$ cat src/rtl/sreg_rr_arbiter.sv
// Round-robin arbiter owning a shared preset state register (LOAD/SET/CLR/HOLD per transaction).
// Optional SREG_ARB_LOCK_EN adds a per-requester lock input that lets a winner keep priority.
module sreg_rr_arbiter #(
    parameter int unsigned            NREQ    = 4,
    parameter int unsigned            WIDTH   = 4,
    parameter logic [WIDTH-1:0]       RST_VAL = 4'b1101,
    parameter logic [WIDTH-1:0]       SET_VAL = 4'b0110
) (
    input  logic                      clk,
    input  logic                      reset,
    input  logic [NREQ-1:0]           req,
    input  logic [2*NREQ-1:0]         op,
    input  logic [WIDTH*NREQ-1:0]     wdata,
`ifdef SREG_ARB_LOCK_EN
    input  logic [NREQ-1:0]           lock,
`endif
    output logic [NREQ-1:0]           gnt,
    output logic [NREQ-1:0]           done,
    output logic [$clog2(NREQ)-1:0]   owner,
    output logic                      busy,
    output logic [WIDTH-1:0]          q
);

    localparam int unsigned    OW      = $clog2(NREQ);
    localparam logic [NREQ-1:0] ONE    = NREQ'(1);
    localparam logic [1:0]     OP_LOAD = 2'b00;
    localparam logic [1:0]     OP_SET  = 2'b01;
    localparam logic [1:0]     OP_CLR  = 2'b10;
    localparam logic [1:0]     OP_HOLD = 2'b11;

    typedef enum logic [1:0] {IDLE, GRANT, DONE} state_t;

    state_t             state;
    logic [OW-1:0]      ptr;
    logic [OW-1:0]      win;
    logic [1:0]         lop;
    logic [WIDTH-1:0]   ldata;

    logic               found_c;
    logic [OW-1:0]      widx_c;
    logic [1:0]         wop_c;
    logic [WIDTH-1:0]   wdata_c;

`ifdef SREG_ARB_LOCK_EN
    logic               llock;
    logic               locked;
    logic [OW-1:0]      lidx;
`endif

    // Winner search: a held lock takes precedence, otherwise first request at or after ptr.
    always_comb begin
        found_c = 1'b0;
        widx_c  = ptr;
`ifdef SREG_ARB_LOCK_EN
        if (locked && req[lidx]) begin
            found_c = 1'b1;
            widx_c  = lidx;
        end
`endif
        for (int unsigned i = 0; i < NREQ; i++) begin
            int unsigned k;
            k = int'(ptr) + i;
            if (k >= NREQ) begin
                k = k - NREQ;
            end
            if (!found_c && req[OW'(k)]) begin
                found_c = 1'b1;
                widx_c  = OW'(k);
            end
        end
        // Only the winner's lane is selected, so non-winner X never reaches the latches.
        wop_c   = op[int'(widx_c)*2 +: 2];
        wdata_c = wdata[int'(widx_c)*int'(WIDTH) +: WIDTH];
    end

    always_ff @(posedge clk or posedge reset) begin
        if (reset) begin
            state <= IDLE;
            gnt   <= '0;
            done  <= '0;
            busy  <= 1'b0;
            owner <= '0;
            ptr   <= '0;
            win   <= '0;
            lop   <= OP_HOLD;
            ldata <= '0;
            q     <= RST_VAL;
`ifdef SREG_ARB_LOCK_EN
            llock  <= 1'b0;
            locked <= 1'b0;
            lidx   <= '0;
`endif
        end else begin
            case (state)
                IDLE: begin
                    gnt  <= '0;
                    done <= '0;
                    busy <= 1'b0;
                    if (found_c) begin
                        state <= GRANT;
                        gnt   <= ONE << widx_c;
                        busy  <= 1'b1;
                        owner <= widx_c;
                        win   <= widx_c;
                        lop   <= wop_c;
                        ldata <= wdata_c;
`ifdef SREG_ARB_LOCK_EN
                        llock <= lock[widx_c];
`endif
                    end
                end
                GRANT: begin
                    state <= DONE;
                    gnt   <= '0;
                    done  <= ONE << win;
                    case (lop)
                        OP_LOAD: q <= ldata;
                        OP_SET:  q <= SET_VAL;
                        OP_CLR:  q <= RST_VAL;
                        default: q <= q;
                    endcase
                end
                DONE: begin
                    state <= IDLE;
                    done  <= '0;
                    busy  <= 1'b0;
`ifdef SREG_ARB_LOCK_EN
                    if (llock) begin
                        locked <= 1'b1;
                        lidx   <= win;
                    end else begin
                        locked <= 1'b0;
                        ptr    <= (win == OW'(NREQ-1)) ? '0 : OW'(win + OW'(1));
                    end
`else
                    ptr <= (win == OW'(NREQ-1)) ? '0 : OW'(win + OW'(1));
`endif
                end
                default: begin
                    state <= IDLE;
                    gnt   <= '0;
                    done  <= '0;
                    busy  <= 1'b0;
                end
            endcase
        end
    end

endmodule
$ cat config.mk
export PLATFORM = sky130hd
export DESIGN_NAME = sreg_rr_arbiter
export DESIGN_NICKNAME = d
export VERILOG_FILES = /design/src/rtl/sreg_rr_arbiter.sv
export SDC_FILE = /design/constraint.sdc
export NUM_CORES = 1
export LEC_CHECK = 0
export ABC_AREA = 1
export ABC_CLOCK_PERIOD_IN_PS = 1700
export CORE_MARGIN = 3
export CORE_UTILIZATION = 44
export DETAILED_ROUTE_END_ITERATION = 6
export GPL_TIMING_DRIVEN = 1
export PLACE_DENSITY = 0.84
export SYNTH_ARGS = -nofsm -noshare
export SYNTH_HDL_FRONTEND = slang
export SYNTH_SLANG_ARGS = --single-unit
$ cat constraint.sdc
create_clock -name clk -period 1.7 [get_ports clk]
set_clock_uncertainty 0.1 [all_clocks]
set_input_delay 0.255 -clock clk [delete_from_list [all_inputs] [get_ports clk]]
set_output_delay 0.255 -clock clk [all_outputs]
set_load 0.005 [all_outputs]
==> results.json <==
{
  "htree_levels": 1,
  "rows": 22,
  "cts.path.max_buffers": 2,
  "clk_pin_slew_worst_paths_ns": 0.08,
  "die_h_um": 68.85,
  "clk_latency_ns": 0.27,
  "vias_per_cell": 5.066,
  "ys_ff_latch": 25,
  "boundaryPins": 45,
  "drt_iter0_drc": 90,
  "crit_path_start": "ptr[0]",
  "cts_buffers": 3,
  "vias": 1844,
  "grt_start_max_net_pins": 26,
  "rsz0062_at_grt": "true",
  "die-area_um2": 4740,
  "grt_pass1_vias": 1597,
  "ys_seq_area_share_pct": 36.36,
  "synthCells": 246,
  "cp_data_arrival_time_ns": 2.06,
  "synthDistinctLibCells": 22,
  "cts_hold_buf": 0,
  "yosysTopAreaCell": "dfrtp_1",
  "final_nets": 354,
  "synth_enable_flop_cells": 0,
  "status": "finished with violations",
  "cp-end-kind": "flip-flop",
  "synth.top_cell.area_share_pct": 28.80,
  "finalCritPeriodShare_pct": 116.8,
  "dpl.cell_count": 356,
  "core_area_um2": 3744,
  "synthFlopType": "dfrtp_1",
  "dp_hpwl_um": 3311,
  "dpl_cell_area_um2": 2414,
  "die_w_um": 68.85,
  "gr-total-overflow": 0,
  "period_needed_ns": 1.986,
  "async_flop_share_pct": 100.0,
  "layout-drive-gt1-share_pct": 25.32,
  "r2r_start": "ptr[0]",
  "drc": 0,
  "syn_area_um2": 1738,
  "area_delta_synth_final_pct": 48.96,
  "worst_pin_slew_ns": 0.4442,
  "cts_tree": "yes",
  "crit_type": "flip-flop to flip-flop",
  "yosys-top-cells-count": "nand2_1 (103), nand3_1 (34), dfrtp_1 (20), inv_1 (20), nor2_1 (11)",
  "yosys-top-cells-area": "dfrtp_1 (29%), nand2_1 (22%), nand3_1 (9.8%)",
  "worst_r2r_path_depth": 13,
  "power_density_nw_per_um2": 2150,
  "drt_wl_total_um": 4476,
  "dr.pass1.iters": 4,
  "hold_viol": 0,
  "avgRoutedWirePerCell_um": 12.30,
  "power_leakage_nw": 1.316,
  "grt_first_pass_wirelength_um": 6734,
  "syn_nets": 283,
  "start_util_pct": 46.42,
  "num-fill-cells": 320,
  "setup_ws_ns": -0.2861,
  "path_max_fanout": 6,
  "ant_nets": 0,
  "hp-class": "primary input to async pin",
  "slew_headroom_pct": 70.27,
  "drv_cap": 0,
  "postSynthAreaPerCell_um2": 7.065,
  "finalMaxSlewViolations": 0,
  "synth-warning-count": 0,
  "fmax_ghz": 0.5035,
  "gp_congestion": 0.8829,
  "setup-violations-final": 13,
  "synth.most_common_cell": "nand2_1",
  "fin_area_um2": 2589,
  "num_antenna_cells": 0,
  "finalPower_w": 0.005565,
  "violations": "setup timing",
  "antenna_found_initial": 0,
  "track_usage_pct": 18.80,
  "port_buffers": 44,
  "required_ns": 1.77,
  "final_cells": 364,
  "ir_drop_mv": 1.150,
  "cts.sinks": 25,
  "start_kind": "flip-flop",
  "root_buffer": "clkbuf_8"
}
[power by group]
group	leakage (nW)	switching [W]	internal [W]	total [W]
combinational	0.985	0.00233	0.00179	0.00412
sequential	0.305	0.000189	0.000913	0.00110
clock	0.0255	0.000179	0.000164	0.000343
[area by class of cell]
cell class              instances  area [µm²]  share of cell area (%)
inverters                      22       90.09                   3.480
repair buffers                 72       683.2                   26.39
clock inverters                 1       5.005                  0.1933
clock buffers                   3       41.29                   1.595
multi-input cells             193        1075                   41.52
flip-flops and latches         25       634.4                   24.50
well taps                      48       60.06                   2.320
[sequential cells by signal, summed over array words and instances, names as in the netlist]
signal / count
done: 4
gnt: 4
ldata: 4
q: 4
lop: 2
ptr: 2
state: 2
win: 2
busy: 1
[worst max-delay path, stage by stage, from the launching register on]
cell     delay (ns)
dfrtp_2        0.45
buf_6          0.15
nand2_2        0.07
nand2_2        0.08
nand2_4        0.08
nand2_4        0.07
nor2_4         0.16
nand4_1        0.23
nand3_1        0.16
nand2_1        0.06
nand2_1        0.08
nand2_1        0.08
nand2_1        0.06
nand2_1        0.04
[through the flow]
step	setup slack [ns]	util, %	hold slack, ns	setup TNS [ns]
after floorplan	-0.03800	-	0.1786	-0.1076
after global placement	-0.3599	64.47	0.3598	-4.122
after detailed placement	-0.4168	64.47	0.3656	-4.948
after CTS	-0.2708	66.38	0.2374	-2.439
after global routing	-0.4311	69.15	0.2800	-4.418
final	-0.2861	69.15	0.2206	-2.620
[worst paths after layout]
path                                 end  slack, ns
worst max-delay path            ldata[0]      -0.29
worst min-delay path                busy       0.22
worst max register to register  ldata[0]      -0.29
worst min register to register      busy       0.38
max in group asynchronous         lop[0]       1.00
min in group clk                    busy       0.38
[layout by cell type (no fill, tap or decap), types with 2 or more instances in the layout]
cell type / instances
buf_12: 2
buf_4: 23
buf_6: 2
clkbuf_8: 3
clkdlybuf4s50_1: 43
dfrtp_1: 18
dfrtp_2: 2
dfstp_2: 5
ha_1: 7
inv_1: 19
nand2_1: 91
nand2_2: 13
nand2_4: 10
nand3_1: 31
nand3_2: 9
nand4_4: 2
nor2_1: 10
nor2_4: 2
o21a_1: 3
o21ai_0: 6
o21ai_1: 5
[layer usage]
| layer | track usage, % | up-vias | part of all wire, % |
|---|---|---|---|
| li1 | - | 924 | - |
| met1 | 22.96 | 846 | 42 |
| met2 | 33.69 | 65 | 52 |
| met3 | 1.621 | 9 | 4.4 |
| met4 | 7.786 | 0 | 1.9 |
| met5 | 0 | - | 0 |
[what timing repair did]
item,in CTS,in global routing
gates resized for setup,7,23
setup endpoints to repair,14,15
cloned,0,1
buffers inserted,1,2
pin swaps,4,15
[cell families after synthesis]
logic type	after synthesis	share of synthesized area (%)
flip-flops	25	36.36
buffers and inverters	28	8.135
AO/OA/AOI/OAI	16	5.039
adder cells (fa/ha/maj)	7	5.039
AND/OR/NAND/NOR	170	45.43
Power figures use the tool's default switching activity.
